### src/rtl/fetch_pc_sequencer_if.sv
// Fetch-stage bus between the PC sequencer and its environment (instruction memory,
// IF/ID register, execute redirect).
interface fetch_pc_sequencer_if;
  logic        stall;
  logic        redirect_valid;
  logic [31:0] redirect_target;
  logic [31:0] instruction;
  logic [31:0] AddressBus;
  logic [31:0] pc_plus4;
  logic        fetch_valid;
  logic        halted;
  logic        align_fault;

  modport master (
    input  stall, redirect_valid, redirect_target, instruction,
    output AddressBus, pc_plus4, fetch_valid, halted, align_fault
  );

  modport slave (
    output stall, redirect_valid, redirect_target, instruction,
    input  AddressBus, pc_plus4, fetch_valid, halted, align_fault
  );
endinterface

### src/rtl/fetch_pc_sequencer.sv
// Instruction-fetch PC sequencer: sequential, early J-type jump, late redirect, or stop.
// Optional macro PC_ALIGN_CHECK_EN: misaligned redirects halt and set sticky align_fault.
//
//  state | meaning
//  BOOT  | one cycle after reset, no fetch; memory read settles
//  RUN   | one fetch per cycle unless stalled
//  HALT  | stop word seen (or faulting redirect); waits for a redirect
module fetch_pc_sequencer #(
  parameter logic [31:0] RESET_PC    = 32'h0000_0004,
  parameter logic [4:0]  J_FUNC      = 5'b00000,
  parameter logic [1:0]  J_TYPE_CODE = 2'b10
) (
  input  logic                       clock,
  input  logic                       reset,
  fetch_pc_sequencer_if.master       bus
);

  typedef enum logic [1:0] {BOOT, RUN, HALT} state_t;

  state_t      state, state_next;
  logic [31:0] pc, pc_next;
  logic        fault, fault_next;

  logic [4:0]  func;
  logic [23:0] imm;
  logic [1:0]  itype;
  logic        stop;
  logic        is_jump;
  logic [31:0] jump_offset;
  logic [31:0] target_aligned;
  logic        target_misaligned;

  assign func        = bus.instruction[31:27];
  assign imm         = bus.instruction[26:3];
  assign itype       = bus.instruction[2:1];
  assign stop        = bus.instruction[0];
  assign is_jump     = (func == J_FUNC) && (itype == J_TYPE_CODE);
  assign jump_offset = {{6{imm[23]}}, imm, 2'b00};

  assign target_aligned = bus.redirect_target & 32'hFFFF_FFFC;
`ifdef PC_ALIGN_CHECK_EN
  assign target_misaligned = |bus.redirect_target[1:0];
`else
  assign target_misaligned = 1'b0;
`endif

  always_ff @(posedge clock or negedge reset) begin
    if (!reset) begin
      state <= BOOT;
      pc    <= RESET_PC;
      fault <= 1'b0;
    end else begin
      state <= state_next;
      pc    <= pc_next;
      fault <= fault_next;
    end
  end

  always_comb begin
    state_next      = state;
    pc_next         = pc;
    fault_next      = fault;
    bus.fetch_valid = 1'b0;
    bus.halted      = 1'b0;

    case (state)
      BOOT: begin
        state_next = RUN;
        if (bus.redirect_valid) begin
          if (target_misaligned) begin
            state_next = HALT;
            fault_next = 1'b1;
          end else begin
            pc_next = target_aligned;
          end
        end
      end
      RUN: begin
        bus.fetch_valid = ~bus.stall;
        if (bus.redirect_valid) begin
          if (target_misaligned) begin
            state_next = HALT;
            fault_next = 1'b1;
          end else begin
            pc_next = target_aligned;
          end
        end else if (bus.stall) begin
          pc_next = pc;
        end else if (stop) begin
          state_next = HALT;
        end else if (is_jump) begin
          pc_next = pc + jump_offset;
        end else begin
          pc_next = pc + 32'd4;
        end
      end
      HALT: begin
        bus.halted = 1'b1;
        if (bus.redirect_valid) begin
          if (target_misaligned) begin
            fault_next = 1'b1;
          end else begin
            state_next = RUN;
            pc_next    = target_aligned;
          end
        end
      end
      default: begin
        state_next = BOOT;
        pc_next    = RESET_PC;
      end
    endcase
  end

  assign bus.AddressBus = pc;
  assign bus.pc_plus4   = pc + 32'd4;
`ifdef PC_ALIGN_CHECK_EN
  assign bus.align_fault = fault;
`else
  assign bus.align_fault = 1'b0;
`endif

endmodule
### src/flat_wrapper.sv
// flat-port wrapper written by rule: the top's interface ports become plain ports
module fetch_pc_sequencer_flat 
#(
  parameter logic [31:0] RESET_PC    = 32'h0000_0004,
  parameter logic [4:0]  J_FUNC      = 5'b00000,
  parameter logic [1:0]  J_TYPE_CODE = 2'b10
)
  (clock, reset, bus_stall, bus_redirect_valid, bus_redirect_target, bus_instruction, bus_AddressBus, bus_pc_plus4, bus_fetch_valid, bus_halted, bus_align_fault);
  fetch_pc_sequencer_if bus_i ();
  input  logic clock;
  input  logic reset;
  input wire logic [$bits(bus_i.stall)-1:0] bus_stall;
  input wire logic [$bits(bus_i.redirect_valid)-1:0] bus_redirect_valid;
  input wire logic [$bits(bus_i.redirect_target)-1:0] bus_redirect_target;
  input wire logic [$bits(bus_i.instruction)-1:0] bus_instruction;
  output wire logic [$bits(bus_i.AddressBus)-1:0] bus_AddressBus;
  output wire logic [$bits(bus_i.pc_plus4)-1:0] bus_pc_plus4;
  output wire logic [$bits(bus_i.fetch_valid)-1:0] bus_fetch_valid;
  output wire logic [$bits(bus_i.halted)-1:0] bus_halted;
  output wire logic [$bits(bus_i.align_fault)-1:0] bus_align_fault;
  assign bus_i.stall = bus_stall;
  assign bus_i.redirect_valid = bus_redirect_valid;
  assign bus_i.redirect_target = bus_redirect_target;
  assign bus_i.instruction = bus_instruction;
  assign bus_AddressBus = bus_i.AddressBus;
  assign bus_pc_plus4 = bus_i.pc_plus4;
  assign bus_fetch_valid = bus_i.fetch_valid;
  assign bus_halted = bus_i.halted;
  assign bus_align_fault = bus_i.align_fault;
  fetch_pc_sequencer #(.RESET_PC(RESET_PC), .J_FUNC(J_FUNC), .J_TYPE_CODE(J_TYPE_CODE)) u_core (.clock(clock), .reset(reset), .bus(bus_i));
endmodule
### config.mk
export PLATFORM = sky130hd
export DESIGN_NAME = fetch_pc_sequencer_flat
export DESIGN_NICKNAME = d
export VERILOG_FILES = /design/src/rtl/fetch_pc_sequencer_if.sv /design/src/rtl/fetch_pc_sequencer.sv /design/src/flat_wrapper.sv
export SDC_FILE = /design/constraint.sdc
export NUM_CORES = 1
export LEC_CHECK = 0
export ABC_CLOCK_PERIOD_IN_PS = 8400
export BUFFER_PORTS_ARGS = -buffer_cell sky130_fd_sc_hd__buf_2
export CORE_ASPECT_RATIO = 0.9
export CORE_MARGIN = 4
export CORE_UTILIZATION = 40
export CTS_BUF_LIST = sky130_fd_sc_hd__clkbuf_8
export CTS_CLUSTER_SIZE = 10
export DETAILED_ROUTE_END_ITERATION = 12
export PLACE_DENSITY_LB_ADDON = 0.05
export SETUP_SLACK_MARGIN = 0.05
export SLEW_MARGIN = 30
export SYNTH_ARGS = -nofsm -noshare
export SYNTH_HDL_FRONTEND = slang
export SYNTH_SLANG_ARGS = --single-unit
### constraint.sdc
create_clock -name clock -period 8.4 [get_ports clock]
set_input_delay 0.42 -clock clock [delete_from_list [all_inputs] [get_ports clock]]
set_output_delay 0.42 -clock clock [all_outputs]
set_load 0.02 [all_outputs]
Word-level counts from Yosys, hierarchy flattened. Cells that the tools add are included.

Output and inout bits: 67. Input bits: 68. Bits in registers: 34.

$add $sub $neg: 2. Equality and inequality tests: 10. Bitwise operators: 1. Reduce and logical (&&, ||, !) cells: 6. Multiplexer cells: 13.

Operators by type and width (number): 32-bit 2-to-1 mux (5); 32-bit one-hot mux with 2 select lines (1); 32-bit by 3-bit adder with 32-bit output (second input constant) (1); 32-bit adder (1); 2-bit 2-to-1 mux (4); 2-bit != test (second input constant) (4); 3-bit != test (second input constant) (2); 2-bit one-hot mux with 3 select lines (1); 5-bit zero test (1); 2-bit equality test (second input constant) (2); 4-bit AND reduction (1); 3-bit AND reduction (1); 2-bit by 1-bit equality test with 1-bit output (second input constant) (1); 2-bit zero test (1); 1-bit 2-to-1 mux (2); 2-bit by 1-bit != test with 1-bit output (second input constant) (1); 2-bit OR reduction (1); 1-bit logical AND (1); 1-bit inverter (1).

Longest topological paths before layout.
Word-level depth: 7. Gate-level depth with buffers: 10.

Least setup slack after synthesis. OpenSTA, ideal clock, no wires.

Path type: register to register. Start point: register u_core.pc[2], in the netlist u_core.bus.AddressBus[2]. End point: register u_core.pc[28], in the netlist u_core.bus.AddressBus[28]. Buffers on the path: 0. Cell stages (with the launch flop): 11. Period minus slack after synthesis: 2.767 ns. Library setup time: 0.126 ns. Slack: 5.633 ns. Arrival time: 2.641 ns. Required time: 8.274 ns. Path through: dfstp_2 > ha_1 > inv_1 > fa_1 > nand2b_1 > a21o_1 > a211o_1 > a211oi_1 > o21a_1 > o21ai_0 > a221o_1.

Longest elaborated chain between the ends: 6. Elaborated cells between the ends (all ways): 7. Classes of those cells: 2 x add/sub; 5 x mux.

Ends and longest elaborated chain: from (decl) (line fetch_pc_sequencer.sv:21) `logic [31:0] pc, pc_next;`; from (signal assigned) (line fetch_pc_sequencer.sv:54) `pc <= pc_next;`; 32-bit by 3-bit adder with 32-bit output / 32-bit adder (equally long branches) (line fetch_pc_sequencer.sv:94, fetch_pc_sequencer.sv:92); 32-bit 2-to-1 mux (*) (line fetch_pc_sequencer.sv:91) `end else if (is_jump) begin`; 32-bit 2-to-1 mux (*) (line fetch_pc_sequencer.sv:89) `end else if (stop) begin`; 32-bit 2-to-1 mux (*) (line fetch_pc_sequencer.sv:87) `end else if (bus.stall) begin`; 32-bit 2-to-1 mux (*) (line fetch_pc_sequencer.sv:80) `if (bus.redirect_valid) begin`; 32-bit one-hot mux with 2 select lines (*) (line fetch_pc_sequencer.sv:66) `case (state)`.

Mark *: on every way between the ends. The rest lies on a longest branch, timed or not. The select of a mux whose other input is x is not followed. A chain may end at the register's enable or synchronous reset.

Worst setup path after layout.
Start point: register u_core.pc[2], in the netlist u_core.bus.AddressBus[2]. End point: output port bus_pc_plus4[30].

Longest elaborated chain between the ends: 1.

Ends and longest elaborated chain: 32-bit by 3-bit adder with 32-bit output (line fetch_pc_sequencer.sv:116) `assign bus.pc_plus4 = pc + 32'd4;`; to (decl) (line flat_wrapper.sv:17) `output wire logic [$bits(bus_i.pc_plus4)-1:0] bus_pc_plus4;`.

Every way passes these cells.

==> run_results.csv <==
group,metric,value,unit
run_status,status,"completed",
cts,cts_max_path_buffers,2,
pwr,switching_share,50.6,%
yosys,ys.flop_type,"sky130_fd_sc_hd__dfrtp_1",
drt,avgRoutedWirePerCell,20.2,microns
worst_setup_path,worst_path_max_delay_cell,"sky130_fd_sc_hd__nor4b_4",
yosys,synthesized_cell_area,0.00417,sq mm
run,timing.max_cap.violations,0,
pwr,ir_drop,0.0964,mV
cts,numCtsBuffers,5,
drt,drtAntennaViolNets,0,
pwr,combinational_power_share,59.7,%
final_layout,final_stage_net_count,772,
drt,drtIter0Drc,602,
drt,detail_route.wirelength,16200,microns
floorplan,vertical_extent_of_the_die,105,microns
timing,setup-tns-final,0,ns
place,gp_routability_congestion,0.937,
yosys,mean_syn_cell_area,7.40,sq um
yosys,ys_async_sr_fraction,100,%
cts,clockRootBuffer,"sky130_fd_sc_hd__clkbuf_8",
yosys,netlist.area_leader.share,18.6,%
worst_setup_path,critical_path_cell_count,7,
floorplan,placementRows,35,
drt,vias_per_std_cell,6.07,
pwr,power.net_switching,501,uW
yosys,netlist_top_cells_area,"sky130_fd_sc_hd__dfrtp_1, sky130_fd_sc_hd__ha_1, sky130_fd_sc_hd__nand2_1",
grt,grt_pass1_vias,4515,
yosys,synth_largest_area_cell,"sky130_fd_sc_hd__dfrtp_1",
worst_setup_path,crit_start,"u_core.bus.AddressBus[2]$_DFFE_PN1P_",
place,pre_cts_slack,4.80,ns
final_layout,multi_input_logic_area,0.00320,sq mm
pwr,clock_power_share,15.9,%
worst_setup_path,critical_path.max_stage_delay,0.67,ns
grt,grt_antenna_before_repair,0,
cts,tritoncts_num_sinks,32,
timing,timing.final.crit_period,3.59,ns
timing,fmax,279,MHz
cts,cts_hold_repair.buffers,0,
drt,initial_drt_pass_iterations,5,
floorplan,design.portCount,135,
grt,grt_start_max_net_pins,33,
worst_setup_path,worstPathMaxFanout,9,
pwr,sequential_power_share,24.4,%
worst_setup_path,r2r_end,"u_core.bus.AddressBus[28]$_DFFE_PN0P_",
yosys,ys_types,66,
floorplan,core-area,0.0102,sq mm
floorplan,floorplan.die.width,116,microns
floorplan,floorplan.die_area,0.0121,sq mm
grt,grt_first_pass_wirelength,24900,microns
final_layout,drive_above_1_share,23.0,%
worst_setup_path,critical_path_required,7.98,ns
worst_setup_path,setup_slack_on_the_worst_flop_to_flop_path,5.20,ns
timing,rsz0062_at_grt,"false",
final_layout,insertedDiodeCount,0,
yosys,yosysWarningCount,0,
cts,cts_tree,"yes",
worst_setup_path,worst_setup_path_endpoint,"bus_pc_plus4[30]",
worst_setup_path,setup.worst_path.end_class,"output pin",
floorplan,initial_core_utilization,40.9,%
worst_setup_path,critical_path_arrival,3.17,ns
yosys,synth_cells,564,
timing,slew_headroom,40.7,%
worst_setup_path,cells_along_the_critical_path,"ha_1 -> and4_1 -> nor4b_4 -> nand2_1 -> nor3_1 -> xor2_1 -> buf_2",
worst_setup_path,worstReg2RegStart,"u_core.bus.AddressBus[2]$_DFFE_PN1P_",
drt,drc,0,
cts,cts.repair_timing.setup_buffer_count,0,
timing,report.final.hold_viol_count,0,
cts,cts_resized,0,
place,io_buffers,127,
worst_setup_path,cp_num_buf_inv,1,
yosys,synth.ff_latch_count,32,
drt,detailroute.via_count,4876,
worst_setup_path,path_delay_family,"simple AND/OR/NAND/NOR gates",
worst_setup_path,timing_worst_setup_path_type,"flop to output pin",
worst_setup_path,start_kind,"flop",
pwr,p_leak,0.00221,uW
timing,post-route-worst-setup-slack,4.81,ns
grt,globalRouteOverflowTotal,0,
timing,finalCritPeriodShare,42.7,%
place,dp.final_hpwl,12300,microns
final_layout,n_fill_cell,1089,
final_layout,ff_latch_area,802,sq um
pwr,power.density,199,mW/mm^2
timing,timing.clock.skew,0.0132,ns
timing,setup_viol_count_final,0,
timing,worst-slew-pin-transition,0.880,ns
timing,maxSlewViolCount,0,
grt,grt_util_all_layers,26.2,%
cts,clock_tree.htree_level_count,2,
cts,clk-insertion-delay-late,0.30,ns
worst_setup_path,r2r_cells,10,
yosys,sequential_area_share_after_synthesis,19.2,%
yosys,post_synth_edffs,0,
cts,cts.clk_slew.worst_paths,0.08,ns
pwr,p_int,490,uW
final_layout,flow.area_growth_from_synthesis,19.4,%
hold_path,worstHoldPathType,"primary input to asynchronous set/reset pin",
-- worst register-to-register path: stages (launching register included) --
cell and delay (ns):
sky130_fd_sc_hd__dfstp_2 0.62, sky130_fd_sc_hd__ha_1 0.20, sky130_fd_sc_hd__inv_1 0.06, sky130_fd_sc_hd__fa_1 0.40, sky130_fd_sc_hd__nand2b_1 0.19, sky130_fd_sc_hd__a21o_1 0.21, sky130_fd_sc_hd__a211o_1 0.38, sky130_fd_sc_hd__a211oi_1 0.43
sky130_fd_sc_hd__o21a_1 0.17, sky130_fd_sc_hd__o21ai_0 0.10, sky130_fd_sc_hd__a221o_1 0.33
-- cell usage after synthesis (11+ instances only) --
| cell | number |
|---|---|
| sky130_fd_sc_hd__o21ai_0 | 39 |
| sky130_fd_sc_hd__inv_1 | 11 |
| sky130_fd_sc_hd__nand2_1 | 70 |
| sky130_fd_sc_hd__a31oi_1 | 17 |
| sky130_fd_sc_hd__dfrtp_1 | 31 |
| sky130_fd_sc_hd__xnor2_1 | 25 |
| sky130_fd_sc_hd__a21oi_1 | 46 |
| sky130_fd_sc_hd__nor3_1 | 15 |
| sky130_fd_sc_hd__nand3_1 | 27 |
| sky130_fd_sc_hd__clkbuf_1 | 24 |
| sky130_fd_sc_hd__xor2_1 | 20 |
| sky130_fd_sc_hd__nor2_1 | 38 |
| sky130_fd_sc_hd__nand4_1 | 15 |
| sky130_fd_sc_hd__ha_1 | 30 |
-- routing by layer --
metal	up-vias	global-route usage [%]	routed length, microns
met5	-	0	0
met4	0	5.80	176
met3	13	2.49	1380
met2	228	38.6	6910
met1	2303	40.9	7780
li1	2332	-	-
-- power by group through the flow --
stage	combinational (uW)	sequential [uW]	clock (uW)
6_report	592	242	158
5_1_grt	648	248	168
4_1_cts	588	241	160
3_5_place_dp	585	244	0
3_3_place_gp	579	243	0
2_1_floorplan	391	257	0
-- worst min-delay path by stage --
stage | start | to | slack [ns] | cells past startpoint
4_1_cts | reset | u_core.bus.AddressBus[15]$_DFFE_PN0P_ | 0.25 | 1
6_report | reset | u_core.bus.AddressBus[5]$_DFFE_PN0P_ | 0.21 | 1
2_1_floorplan | reset | u_core.bus.AddressBus[10]$_DFFE_PN0P_ | 0.12 | 0
5_1_grt | reset | u_core.bus.AddressBus[5]$_DFFE_PN0P_ | 0.28 | 1
3_3_place_gp | u_core.bus.AddressBus[31]$_DFFE_PN0P_ | u_core.bus.AddressBus[31]$_DFFE_PN0P_ | 0.56 | 2
3_5_place_dp | reset | u_core.bus.AddressBus[5]$_DFFE_PN0P_ | 0.57 | 1
-- kinds of logic (layout without fill, tap and decap cells) --
family / count (synthesis) / after routing / synth area share (%)
compound gates: 185 / 185 / 29.2
xor+xnor: 45 / 45 / 9.45
fa+ha+maj: 31 / 31 / 9.48
buf+inv: 45 / 151 / 4.56
flops: 32 / 32 / 19.2
mux: 5 / 5 / 1.20
other cells: 1 / 5 / 0.0899
simple gates: 220 / 220 / 26.8
-- flip-flops by register name, summed over array words and instances (netlist names) --
| register | count |
|---|---|
| u_core.bus.AddressBus | 30 |
| u_core.state | 2 |
-- cells in the final DEF (no fill, tap or decap), types with 8 or more instances in the layout --
cell type | netlist | routed
sky130_fd_sc_hd__buf_2 | 2 | 127
sky130_fd_sc_hd__nand2_1 | 70 | 70
sky130_fd_sc_hd__a21oi_1 | 46 | 45
sky130_fd_sc_hd__o21ai_0 | 39 | 39
sky130_fd_sc_hd__nor2_1 | 38 | 38
sky130_fd_sc_hd__dfrtp_1 | 31 | 31
sky130_fd_sc_hd__ha_1 | 30 | 30
sky130_fd_sc_hd__nand3_1 | 27 | 27
sky130_fd_sc_hd__xnor2_1 | 25 | 25
sky130_fd_sc_hd__xor2_1 | 20 | 20
sky130_fd_sc_hd__a31oi_1 | 17 | 17
sky130_fd_sc_hd__nand4_1 | 15 | 15
sky130_fd_sc_hd__nor3_1 | 15 | 15
sky130_fd_sc_hd__inv_1 | 11 | 12
sky130_fd_sc_hd__and3_1 | 8 | 8
sky130_fd_sc_hd__a21o_1 | 8 | 8
sky130_fd_sc_hd__o21a_1 | 8 | 8
sky130_fd_sc_hd__o221ai_1 | 8 | 8
-- metrics by stage --
step	utilization (%)	cell area [sq um]	power, uW	instances	hold slack, ns
after floorplan	-	4190	648	568	0.124
after detailed placement	47.8	4870	829	795	0.569
after CTS	48.8	4980	989	803	0.250
after global routing	48.8	4980	1060	803	0.275
final	48.8	4980	992	803	0.213
after global placement	47.8	4870	822	795	0.561
-- cell type report --
type | instances | share of cell area (%)
multi-input combinational | 491 | 64.2
sequential | 32 | 16.1
timing repair buffer | 131 | 13.4
tap | 129 | 3.24
clock buffer | 5 | 1.38
inverter | 12 | 0.904
clock inverter | 3 | 0.779
(Power assumes the default switching activity.)
